`src/rtl/ej4_pkg.sv`:
```
// Shared constants for the GP01 Ej4 recursive filter and its inverse.
package ej4_pkg;

    localparam int unsigned NB_DATA_DEF = 16;
    localparam int unsigned NB_CNT      = 3;
    localparam int unsigned N_TERMS     = 5;
    localparam int unsigned Y1_SHIFT    = 1;
    localparam int unsigned Y2_SHIFT    = 2;

    localparam logic [1:0] ST_IDLE = 2'd0;
    localparam logic [1:0] ST_ACC  = 2'd1;
    localparam logic [1:0] ST_DONE = 2'd2;

    // Only the x[n-1] term is added; every other history term is subtracted.
    function automatic logic term_is_sub(input logic [NB_CNT-1:0] cnt);
        return cnt != NB_CNT'(3);
    endfunction

endpackage

```
`src/rtl/ej4_hist_regs.sv`:
```
// History registers of the inverse filter plus the current-sample latch,
// with a term-select mux addressed by the accumulation counter.
module ej4_hist_regs
    import ej4_pkg::*;
#(
    parameter int unsigned NB_DATA = NB_DATA_DEF
) (
    input  logic               clock,
    input  logic               i_rst_n,
    input  logic               i_load,
    input  logic [NB_DATA-1:0] i_y,
    input  logic               i_commit,
    input  logic [NB_DATA-1:0] i_result,
    input  logic [NB_CNT-1:0]  i_cnt,
    output logic [NB_DATA-1:0] o_term_c
);

    logic [NB_DATA-1:0] r_y_cur;
    logic [NB_DATA-1:0] r_y_m1;
    logic [NB_DATA-1:0] r_y_m2;
    logic [NB_DATA-1:0] r_x_m1;
    logic [NB_DATA-1:0] r_x_m2;
    logic [NB_DATA-1:0] r_x_m3;

    always_ff @(posedge clock or negedge i_rst_n) begin
        if (!i_rst_n) begin
            r_y_cur <= '0;
            r_y_m1  <= '0;
            r_y_m2  <= '0;
            r_x_m1  <= '0;
            r_x_m2  <= '0;
            r_x_m3  <= '0;
        end else begin
            if (i_load) begin
                r_y_cur <= i_y;
            end
            // History advances once per sample, when the result is final.
            if (i_commit) begin
                r_y_m2 <= r_y_m1;
                r_y_m1 <= r_y_cur;
                r_x_m3 <= r_x_m2;
                r_x_m2 <= r_x_m1;
                r_x_m1 <= i_result;
            end
        end
    end

    always_comb begin
        o_term_c = '0;
        case (i_cnt)
            NB_CNT'(1): o_term_c = r_y_m1 >> Y1_SHIFT;
            NB_CNT'(2): o_term_c = r_y_m2 >> Y2_SHIFT;
            NB_CNT'(3): o_term_c = r_x_m1;
            NB_CNT'(4): o_term_c = r_x_m2;
            NB_CNT'(5): o_term_c = r_x_m3;
            default:    o_term_c = '0;
        endcase
    end

endmodule

```
`src/rtl/ej4_inverse_filter.sv`:
```
// Inverse of the Ej4 recursive filter: recovers x[n] from y[n] using one
// time-multiplexed adder, five terms per sample, valid/ready on both sides.
module ej4_inverse_filter
    import ej4_pkg::*;
#(
    parameter int unsigned NB_DATA = NB_DATA_DEF
) (
    input  logic               clock,
    input  logic               i_rst_n,
    input  logic [NB_DATA-1:0] i_y,
    input  logic               i_valid,
    output logic               o_ready,
    output logic [NB_DATA-1:0] o_x,
    output logic               o_valid,
    input  logic               i_ready
);

    logic [1:0]         r_state;
    logic [NB_DATA-1:0] r_acc;
    logic [NB_CNT-1:0]  r_cnt;
    logic [NB_DATA-1:0] r_x;
    logic               r_valid;
    logic               r_ready;

    logic [1:0]         w_state_next;
    logic [NB_DATA-1:0] w_acc_next;
    logic [NB_CNT-1:0]  w_cnt_next;
    logic [NB_DATA-1:0] w_x_next;
    logic               w_load;
    logic               w_commit;
    logic [NB_DATA-1:0] w_term;
    logic [NB_DATA-1:0] w_sum;

    ej4_hist_regs #(
        .NB_DATA (NB_DATA)
    ) u_hist (
        .clock    (clock),
        .i_rst_n  (i_rst_n),
        .i_load   (w_load),
        .i_y      (i_y),
        .i_commit (w_commit),
        .i_result (w_sum),
        .i_cnt    (r_cnt),
        .o_term_c (w_term)
    );

    assign w_sum = term_is_sub(r_cnt) ? (r_acc - w_term) : (r_acc + w_term);

    always_comb begin
        w_state_next = r_state;
        w_acc_next   = r_acc;
        w_cnt_next   = r_cnt;
        w_x_next     = r_x;
        w_load       = 1'b0;
        w_commit     = 1'b0;
        case (r_state)
            ST_IDLE: begin
                if (i_valid) begin
                    w_load       = 1'b1;
                    w_acc_next   = i_y;
                    w_cnt_next   = NB_CNT'(1);
                    w_state_next = ST_ACC;
                end
            end
            ST_ACC: begin
                w_acc_next = w_sum;
                if (r_cnt == NB_CNT'(N_TERMS)) begin
                    w_commit     = 1'b1;
                    w_x_next     = w_sum;
                    w_state_next = ST_DONE;
                end else begin
                    w_cnt_next = r_cnt + NB_CNT'(1);
                end
            end
            ST_DONE: begin
                if (i_ready) begin
                    w_state_next = ST_IDLE;
                end
            end
            default: w_state_next = ST_IDLE;
        endcase
    end

    // Handshake flags are registered from the next state so they track r_state exactly.
    always_ff @(posedge clock or negedge i_rst_n) begin
        if (!i_rst_n) begin
            r_state <= ST_IDLE;
            r_acc   <= '0;
            r_cnt   <= '0;
            r_x     <= '0;
            r_valid <= 1'b0;
            r_ready <= 1'b1;
        end else begin
            r_state <= w_state_next;
            r_acc   <= w_acc_next;
            r_cnt   <= w_cnt_next;
            r_x     <= w_x_next;
            r_valid <= (w_state_next == ST_DONE);
            r_ready <= (w_state_next == ST_IDLE);
        end
    end

    assign o_ready = r_ready;
    assign o_valid = r_valid;
    assign o_x     = r_x;

endmodule

```
`config.mk`:
```
export PLATFORM = sky130hd
export DESIGN_NAME = ej4_inverse_filter
export DESIGN_NICKNAME = d
export VERILOG_FILES = /design/src/rtl/ej4_pkg.sv /design/src/rtl/ej4_hist_regs.sv /design/src/rtl/ej4_inverse_filter.sv
export SDC_FILE = /design/constraint.sdc
export NUM_CORES = 1
export LEC_CHECK = 0
export BUFFER_PORTS_ARGS = -buffer_cell sky130_fd_sc_hd__buf_2
export CORE_ASPECT_RATIO = 0.6
export CORE_MARGIN = 1.5
export CORE_UTILIZATION = 60
export DETAILED_ROUTE_END_ITERATION = 10
export PLACE_DENSITY = 0.89
export SETUP_SLACK_MARGIN = 0.4
export SLEW_MARGIN = 0
export SYNTH_ARGS = -nofsm -noshare
export SYNTH_HDL_FRONTEND = slang
export SYNTH_SLANG_ARGS = --single-unit
```
`constraint.sdc`:
```
create_clock -name clock -period 4.87 [get_ports clock]
set_input_delay 0.7305 -clock clock [delete_from_list [all_inputs] [get_ports clock]]
set_output_delay 0.7305 -clock clock [all_outputs]
set_load 0.03 [all_outputs]
```
## Yosys cells after proc, flatten, opt, wreduce, memory -nomap -nowiden

Cells that the tools add are included.

| cells by class | value |
|---|---|
| eq/ne operators | 11 |
| reductions and logical operators | 6 |
| add/sub/neg operators | 3 |
| muxes and demuxes | 15 |

Operator list:

| operator | number |
|---|---|
| case mux 16 bit (5 select lines) | 1 |
| two-way mux 16 bit | 2 |
| case mux 16 bit (2 select lines) | 1 |
| adder 16 bit | 1 |
| subtractor 16 bit | 1 |
| equality test 3 x 2 -> 1 bit, second input constant | 2 |
| equality test 3 bit, second input constant | 2 |
| two-way mux 2 bit | 3 |
| two-way mux 3 bit | 2 |
| case mux 2 bit (3 select lines) | 1 |
| case mux 3 bit (2 select lines) | 1 |
| equality test 2 bit, second input constant | 2 |
| zero test 2 bit | 2 |
| two-way mux 1 bit | 4 |
| inequality test 2 bit, second input constant | 2 |
| AND reduction 2 bit | 2 |
| adder 3 x 1 -> 3 bit, second input constant | 1 |
| equality test 3 x 1 -> 1 bit, second input constant | 1 |
| inequality test 3 x 2 -> 1 bit, second input constant | 1 |
| AND reduction 3 bit | 1 |
| equality test 2 x 1 -> 1 bit, second input constant | 1 |
| nonzero test 2 bit | 1 |

| storage, ports and cells | value |
|---|---|
| logic and storage cells | 47 |
| output and inout bits | 18 |
| bits of input ports | 20 |
| register bits | 135 |

## Logic depth before layout (Yosys ltp)

Gate-level depths: netlist (run 1).

| depth | value |
|---|---|
| depth in word-level cells | 5 |
| mapped depth | 23 |
| gate-level depth less buffers | 19 |

## By module

A second synthesis (run 1) with hierarchy kept.

| unflattened totals | value |
|---|---|
| cell total of the unflattened synthesis | 607 |
| area total of the unflattened synthesis | 6914.1 um^2 |

By module, submodules not included:

| module | cells an instance | sequential area each (um^2) | instances | area each (um^2) |
|---|---|---|---|---|
| ej4_hist_regs | 285 | 2302.2 | 1 | 4100.2 |
| ej4_inverse_filter | 322 | 977.2 | 1 | 2813.9 |

## Worst setup path after synthesis (run 1)

Ideal clock, no wire load.

| timing path | value |
|---|---|
| kind | register -> register |
| start | register r_cnt[2] |
| end | register r_acc[15] |
| buffers on the path | 4 |
| period minus slack after synthesis | 4.369 ns |
| setup slack | 0.501 ns |
| setup time | 0.136 ns |
| cell stages (with the launch flop) | 24 |
| data required time | 4.734 ns |
| arrival | 4.233 ns |
| cells stage by stage | dfrtp_1 -> buf_6 -> clkbuf_1 -> inv_1 -> ha_1 -> buf_2 -> clkbuf_1 -> a32oi_1 -> o211ai_1 -> inv_2 -> ha_1 -> nand2_1 -> or2_2 -> o21ai_1 -> xnor2_1 -> ha_1 -> and2_1 -> o21ai_0 -> inv_1 -> a41oi_1 -> nand2_1 -> a221o_1 -> xor2_1 -> o221ai_2 |

| between the ends | value |
|---|---|
| cells in the longest elaborated chain, start to end | 5 |
| elaborated cells between the ends (all ways) | 11 |
| classes of those cells | add/sub (2); eq/ne (6); mux (3) |

Ends and longest elaborated chain:

| what | line | text |
|---|---|---|
| from (decl) | ej4_inverse_filter.sv:20 | `logic [NB_CNT-1:0] r_cnt;` |
| from (signal assigned) | ej4_inverse_filter.sv:96 | `r_cnt <= w_cnt_next;` |
| equality test 3 bit, or another cell as far along | ej4_hist_regs.sv:50 | `case (i_cnt)` |
| case mux 16 bit (5 select lines) | ej4_hist_regs.sv:50 |  |
| adder 16 bit / subtractor 16 bit (equally long branches) | ej4_inverse_filter.sv:47 | `assign w_sum = term_is_sub(r_cnt) ? (r_acc - w_term) : (r_acc + w_term);` |
| two-way mux 16 bit * | ej4_inverse_filter.sv:47 |  |
| case mux 16 bit (2 select lines) * | ej4_inverse_filter.sv:56 | `case (r_state)` |
| to (signal assigned) | ej4_inverse_filter.sv:95 | `r_acc <= w_acc_next;` |
| to (decl) | ej4_inverse_filter.sv:19 | `logic [NB_DATA-1:0] r_acc;` |

Every way passes the cells marked *; elsewhere a longest branch is shown, timed or not.
A chain may end at the register's enable or synchronous reset.

## Final worst setup path (run 1)

| timing path | value |
|---|---|
| start | register r_cnt[0] |
| end | register r_x[15] (netlist: o_x[15]) |

| between the ends | value |
|---|---|
| cells in the longest elaborated chain, start to end | 4 |
| elaborated cells between the ends (all ways) | 11 |
| classes of those cells | add/sub (2); eq/ne (6); mux (2); reduce/logical (1) |

Ends and longest elaborated chain:

| what | line | text |
|---|---|---|
| equality test 3 bit, or another cell as far along | ej4_hist_regs.sv:50, ej4_inverse_filter.sv:67 |  |
| case mux 16 bit (5 select lines) | ej4_hist_regs.sv:50 |  |
| adder 16 bit / subtractor 16 bit (equally long branches) | ej4_inverse_filter.sv:47 |  |
| two-way mux 16 bit | ej4_inverse_filter.sv:47 |  |
| to (signal assigned) | ej4_inverse_filter.sv:97 | `r_x <= w_x_next;` |
| to (decl) | ej4_inverse_filter.sv:21 | `logic [NB_DATA-1:0] r_x;` |

Several ways; a longest one is shown, not always the timed one.

==> results of run 1 <==
-- registers in the layout (all words and copies together) (netlist names), 3 cells and up --
| name | cells |
|---|---|
| o_x | 16 |
| r_acc | 16 |
| r_cnt | 3 |
| u_hist.r_x_m2 | 16 |
| u_hist.r_x_m3 | 16 |
| u_hist.r_y_cur | 15 |
| u_hist.r_y_m1 | 15 |
| u_hist.r_y_m2 | 14 |
-- metal layers --
layer	wire (um)	GRT usage	up-vias
met4	192	0.0923	0
met1	7430	0.472	2366
met2	6910	0.455	272
met3	1820	0.0999	27
met5	0	0	-
li1	-	-	2040
-- cell usage after synthesis (all sizes together), types with 3 or more instances --
library cell / number
nand3: 9
a22o: 10
nand2: 37
buf: 10
o21a: 4
o211ai: 4
o22a: 11
xnor2: 18
o22ai: 12
or2: 3
nor2b: 7
ha: 21
a211oi: 9
dfrtp: 114
nand2b: 3
nor2: 20
a32oi: 4
a21oi: 19
and2: 3
a222oi: 4
o21ai: 40
inv: 17
mux2: 78
clkbuf: 22
xor2: 10
a22oi: 15
-- critical path, cell delays in order, from the launching register on --
cell and delay [ns]:
sky130_fd_sc_hd__dfrtp_1 0.45, sky130_fd_sc_hd__inv_1 0.15, sky130_fd_sc_hd__ha_1 0.30, sky130_fd_sc_hd__and2_4 0.25
sky130_fd_sc_hd__a22o_1 0.21, sky130_fd_sc_hd__a211oi_2 0.25, sky130_fd_sc_hd__buf_4 0.20, sky130_fd_sc_hd__nand2_1 0.07
sky130_fd_sc_hd__o21ai_0 0.27, sky130_fd_sc_hd__xnor2_1 0.19, sky130_fd_sc_hd__ha_1 0.30, sky130_fd_sc_hd__o21a_1 0.22
sky130_fd_sc_hd__nor2_1 0.11, sky130_fd_sc_hd__a31oi_1 0.10, sky130_fd_sc_hd__a41oi_2 0.30, sky130_fd_sc_hd__nand2_1 0.12
sky130_fd_sc_hd__a221o_1 0.34, sky130_fd_sc_hd__xor2_2 0.20, sky130_fd_sc_hd__o21ai_1 0.09
-- metrics by stage --
stage / instance area, sq um / std cells
6_report: 7080 / 720
3_3_place_gp: 6340 / 686
2_1_floorplan: 6060 / 536
5_1_grt: 7080 / 720
3_5_place_dp: 6340 / 686
4_1_cts: 6970 / 717
-- repair_timing --
item                       CTS  global route
setup buffers                0             3
gates resized for setup      5            14
setup endpoints to repair    5            12
pin swaps                    0             2
-- cell type report --
cell class,count,area (sq um)
clock buffer,21,460
clock inverter,10,156
fill,649,2770
inverter,17,63.8
multi-input combinational,372,3060
sequential,115,2880
tap,135,169
timing repair buffer,50,285
-- cell families (layout without fill, tap and decap cells) --
logic type / count (synthesis) / after routing / synth area share
compound gates: 150 / 150 / 0.179
xor+xnor: 28 / 28 / 0.0405
fa+ha+maj: 22 / 22 / 0.0467
buf+inv: 49 / 98 / 0.0368
flops: 115 / 115 / 0.475
mux: 79 / 79 / 0.147
simple gates: 93 / 93 / 0.0748
-- path summary, 6_finish.rpt --
check,cells after the start,endpoint,slack [ns]
setup / recovery,18,o_x[15],0.58
setup reg to reg,18,o_x[15],0.58
hold / removal,1,u_hist.r_x_m2[3],0.40
hold reg to reg,1,u_hist.r_y_cur[14],0.50
max in group asynchronous,2,u_hist.r_y_m2[12],3.33
min in group clock,1,u_hist.r_y_cur[14],0.50
==> metrics, run 1 <==
number of levels the H-tree was split into 4; setup repair after global routing missed its margin no; average cell area after synthesis 11.3 sq um; clock tree from TritonCTS yes; status complete, no violations; DRC violation count after routing 0; critical path startpoint r_cnt[0]; period utilisation layout 0.881; die span in y 80.8 um; maximum clock path buffer count 2; startpoint of the lowest-slack register-to-register path r_cnt[0]; worst-case setup slack after placement 0.272 ns; Post-synth EDFFs 0; most common cell after layout, fill and taps aside sky130_fd_sc_hd__dfrtp_1; antenna viol nets, final 0; all-layer global routing usage 0.320; required time reported for the critical path endpoint 5.12 ns; number of buffers inserted by hold repair at cts 0; nature of the critical path endpoint register; maximum number of pins on one net before global-route repair 96; utilization after layout 0.719; part of the Yosys area used for sequential elements 0.475; area leader, netlist sky130_fd_sc_hd__dfrtp_1; clock net sink count 115; leading cell types by total area after synthesis sky130_fd_sc_hd__dfrtp_1 (47%), sky130_fd_sc_hd__mux2_2 (14%), sky130_fd_sc_hd__ha_1 (4.3%), sky130_fd_sc_hd__o21ai_0 (2.9%), sky130_fd_sc_hd__xnor2_1 (2.6%); area fraction of the dominant cell type after synthesis 0.471; area growth from synthesis to layout 16.9%; number of global-route vias before repair 4452; dominant synthesized flop cell sky130_fd_sc_hd__dfrtp_1; num rows 28; detailed placement HPWL 11000 um; Total Routed Length 16400 um; Max-Slew Margin vs Limit 0.264; number of antenna violations at the first check in global routing 0; via density per instance 6.53; DR vias 4705; share of synthesized flip-flops with an asynchronous set or reset 1.00; Max Cap Violations 0; final-report hold violation count 0; initial DRC count 460; CP Data Arrival Time 4.54 ns; Startpoint Class register; final estimated routing congestion in global placement 0.960; initial core utilization 0.615; YS warnings 0; Synth Instances 536; Worst-Skew Late Latency 0.42 ns; total overflow reported by the global router 0; clock slew at reported path FFs 0.05 ns; Root Buffer sky130_fd_sc_hd__clkbuf_16; clock buffers created by TritonCTS 17; slew at the pin with the worst max-slew slack 1.10 ns; time the worst path needs with I/O delays and setup 4.29 ns; final-report setup violation count 0; Max Clock Skew 0.00865 ns; distinct cell type count of the synthesized netlist 60; PortBufs 37; number of nets in the synthesized netlist 578; count of antenna diodes in the layout 0; classification of the worst-slack hold path input port to async pin; accumulated negative setup slack 0 ns; total I/O pin count 38; maximum achievable frequency 0.233 GHz; number of search-and-repair iterations in the first detailed-routing pass 7; final count of pins violating max slew 0; global-route wire length before repair 25400 um; top library cells by usage in the layout, fill and taps aside sky130_fd_sc_hd__dfrtp_1 (114), sky130_fd_sc_hd__mux2_2 (77), sky130_fd_sc_hd__nand2_1 (36), sky130_fd_sc_hd__buf_2 (36), sky130_fd_sc_hd__o21ai_0 (32); CP Class register to register; area of the mapped netlist 6060 sq um; Seq cells post-synth 115; final hold slack 0.400 ns; average routed wire per standard cell 22.7 um; ratio of cells with drive above 1 in the final layout 0.309; Std-Cell Core Area 9840 sq um; area of the die 10700 sq um; die width 133 um; maximum fanout along the worst path 13; Final nets 615; fin worst setup slack 0.577 ns
Power of run 1 is left out: the tool's default activity adds up to more than one toggle a clock period on the data nets, which glitch-free logic cannot reach.
==> inputs of run 2 (changes only) <==
--- a/config.mk
+++ b/config.mk
@@ -5,11 +5,13 @@
 export SDC_FILE = /design/constraint.sdc
 export NUM_CORES = 1
 export LEC_CHECK = 0
-export BUFFER_PORTS_ARGS = -buffer_cell sky130_fd_sc_hd__buf_2
+export CELL_PAD_IN_SITES_DETAIL_PLACEMENT = 0
+export CELL_PAD_IN_SITES_GLOBAL_PLACEMENT = 1
 export CORE_ASPECT_RATIO = 0.6
 export CORE_MARGIN = 1.5
-export CORE_UTILIZATION = 60
+export CORE_UTILIZATION = 51
 export DETAILED_ROUTE_END_ITERATION = 10
+export DONT_BUFFER_PORTS = 1
 export PLACE_DENSITY = 0.89
 export SETUP_SLACK_MARGIN = 0.4
 export SLEW_MARGIN = 0
==> run 2 against run 1 <==
Hold slack got worse by 0.39 ns; count of clock-buffer cells in the layout decreased by 3; routed wire length decreased by 1.7%; global-route usage decreased by 5.1 points; first-iteration DRC count decreased by 14%; sequential share of layout area increased by 1.1 points; utilization decreased by 12 points; clock skew decreased by 0.0013 ns; sequential cell count unchanged.
==> metrics, run 2 (synthesis gave the netlist of run 1 again) <==
initial core utilization 0.529 (-0.0862); time the worst path needs with I/O delays and setup 4.29 ns (+0.00164 ns); Startpoint Class register; clock net sink count 115 (unchanged); most repeated library cell on the critical path sky130_fd_sc_hd__inv_1; DRC violation count after routing 0 (unchanged); number of search-and-repair iterations in the first detailed-routing pass 5 (-2); via density per instance 6.26 (-4.3%); num rows 30 (+7.1%); Most Used Layer, Global Route met1; maximum clock path buffer count 2 (unchanged); status complete, no violations; initial DRC count 397 (-14%); final count of pins violating max slew 0 (unchanged); DR vias 4411 (-6.2%); startpoint of the lowest-slack register-to-register path r_cnt[1]; Total Routed Length 16100 um (-1.7%); clock buffers created by TritonCTS 17 (unchanged); PortBufs 0 (-100%); maximum achievable frequency 0.233 GHz (about the same); maximum number of pins on one net before global-route repair 116 (+21%); Critical Path Max Stage Delay 0.44 ns (about the same); total overflow reported by the global router 0 (unchanged); ratio of cells with drive above 1 in the final layout 0.262 (-0.0470); CP Data Arrival Time 4.59 ns (+0.05 ns); nature of the critical path endpoint register; maximum fanout along the worst path 19 (+6); classification of the worst-slack hold path input port to async pin; final-report setup violation count 0 (unchanged); number of global-route vias before repair 4270 (-4.1%); all-layer global routing usage 0.270 (-0.0506); Std-Cell Core Area 11400 sq um (+16%); met2 global-route usage 0.363 (-0.0922); final estimated routing congestion in global placement 0.902 (-6.0%); average routed wire per standard cell 22.8 um (+0.41%); top library cells by usage in the layout, fill and taps aside sky130_fd_sc_hd__dfrtp_1 (113), sky130_fd_sc_hd__mux2_2 (77), sky130_fd_sc_hd__nand2_1 (36), sky130_fd_sc_hd__o21ai_0 (32), sky130_fd_sc_hd__nor2_1 (20); critical path startpoint r_cnt[1]; period utilisation layout 0.882 (about the same); global-route wire length before repair 24400 um (-4.1%); Root Buffer sky130_fd_sc_hd__clkbuf_16; Final nets 574 (-6.7%); area of the die 12600 sq um (+17%); number of levels the H-tree was split into 4 (unchanged); clock tree from TritonCTS yes; clock slew at reported path FFs 0.06 ns (about the same); Max-Slew Margin vs Limit 0.275 (+0.0114); die width 144 um (+8.3%); met1 GRT Util 0.403 (-0.0691); top cell family by delay on the critical path compound AO/OA/AOI/OAI gates; CP Class register to register; slew at the pin with the worst max-slew slack 1.09 ns (-0.0171 ns); Worst Path Buf+Inv 3 (+1); area growth from synthesis to layout 14.0%; required time reported for the critical path endpoint 5.17 ns (+0.05 ns); setup repair after global routing missed its margin yes; Max Cap Violations 0 (unchanged); count of antenna diodes in the layout 0 (unchanged); cell-by-cell listing of the critical path inv_1 -> ha_4 -> a22oi_1 -> o211ai_1 -> inv_1 -> ha_1 -> mux2i_1 -> inv_1 -> fa_1 -> nor2b_1 -> o21ai_0 -> a21boi_0 -> o22ai_2 -> o211a_1 -> o21ai_1 -> nor3_1 -> a311o_1; antenna viol nets, final 0 (unchanged); Worst-Skew Late Latency 0.42 ns (about the same); met3 layer usage reported by global route 0.0990 (-0.000920); total I/O pin count 38 (unchanged); final-report hold violation count 0 (unchanged); most common cell after layout, fill and taps aside sky130_fd_sc_hd__dfrtp_1; accumulated negative setup slack 0 ns (unchanged); number of antenna violations at the first check in global routing 0 (unchanged); Max Clock Skew 0.00733 ns (-0.00132 ns); Worst path slowest cell sky130_fd_sc_hd__dfrtp_1; die span in y 87.4 um (+8.1%); detailed placement HPWL 11600 um (+5.1%)
run 2: cell count changes in the layout (fill, tap and decap cells not counted), sizes merged:
cell,delta
clkinvlp,+1
inv,+3
clkbuf,-3
buf,-41
run 2: stage by stage:
stage	cell area [sq um]	cells	worst slack [ns]	utilization	hold WS [ns]
after detailed placement	6160	671	0.325	0.538	0.438
after floorplan	6060	536	0.501	-	0.435
final	6900	705	0.576	0.603	0.0117
after global routing	6900	705	0.364	0.603	0.000334
after CTS	6800	703	0.404	0.594	0.00390
after global placement	6160	671	0.514	0.538	0.439
run 2: repair_timing:
item	in CTS	in global routing
gates cloned	0	0
hold buffers	0	1
endpoints found under the setup margin	3	14
pin swaps	0	2
setup buffers	0	1
resized for setup	2	13
endpoints found under the hold margin	0	55
run 2: path summary, 6_finish.rpt:
check                      slack, ns                 to  cells past startpoint
min in group clock              0.46  u_hist.r_y_cur[9]                      1
setup / recovery                0.58          r_acc[12]                     17
hold / removal                  0.01           r_cnt[0]                      0
hold reg to reg                 0.51  u_hist.r_y_cur[4]                      1
setup reg to reg                0.58          r_acc[12]                     17
max in group asynchronous       4.46  u_hist.r_y_cur[7]                      1
run 2: per-layer routing:
metal / share of wire / up-vias
met2: 0.40 / 181
met1: 0.49 / 2241
met4: 0.011 / 0
met3: 0.095 / 18
li1: - / 1971
met5: 0 / -
run 2: final cells by class:
cell class | count | area (sq um)
Fill cell | 916 | 4550
Multi-Input combinational cell | 372 | 3030
Sequential cell | 115 | 2880
Clock buffer | 18 | 439
Clock inverter | 14 | 201
Tap cell | 160 | 200
Timing Repair Buffer | 9 | 87.6
Inverter | 17 | 63.8
Power of run 2 is left out for the same reason.
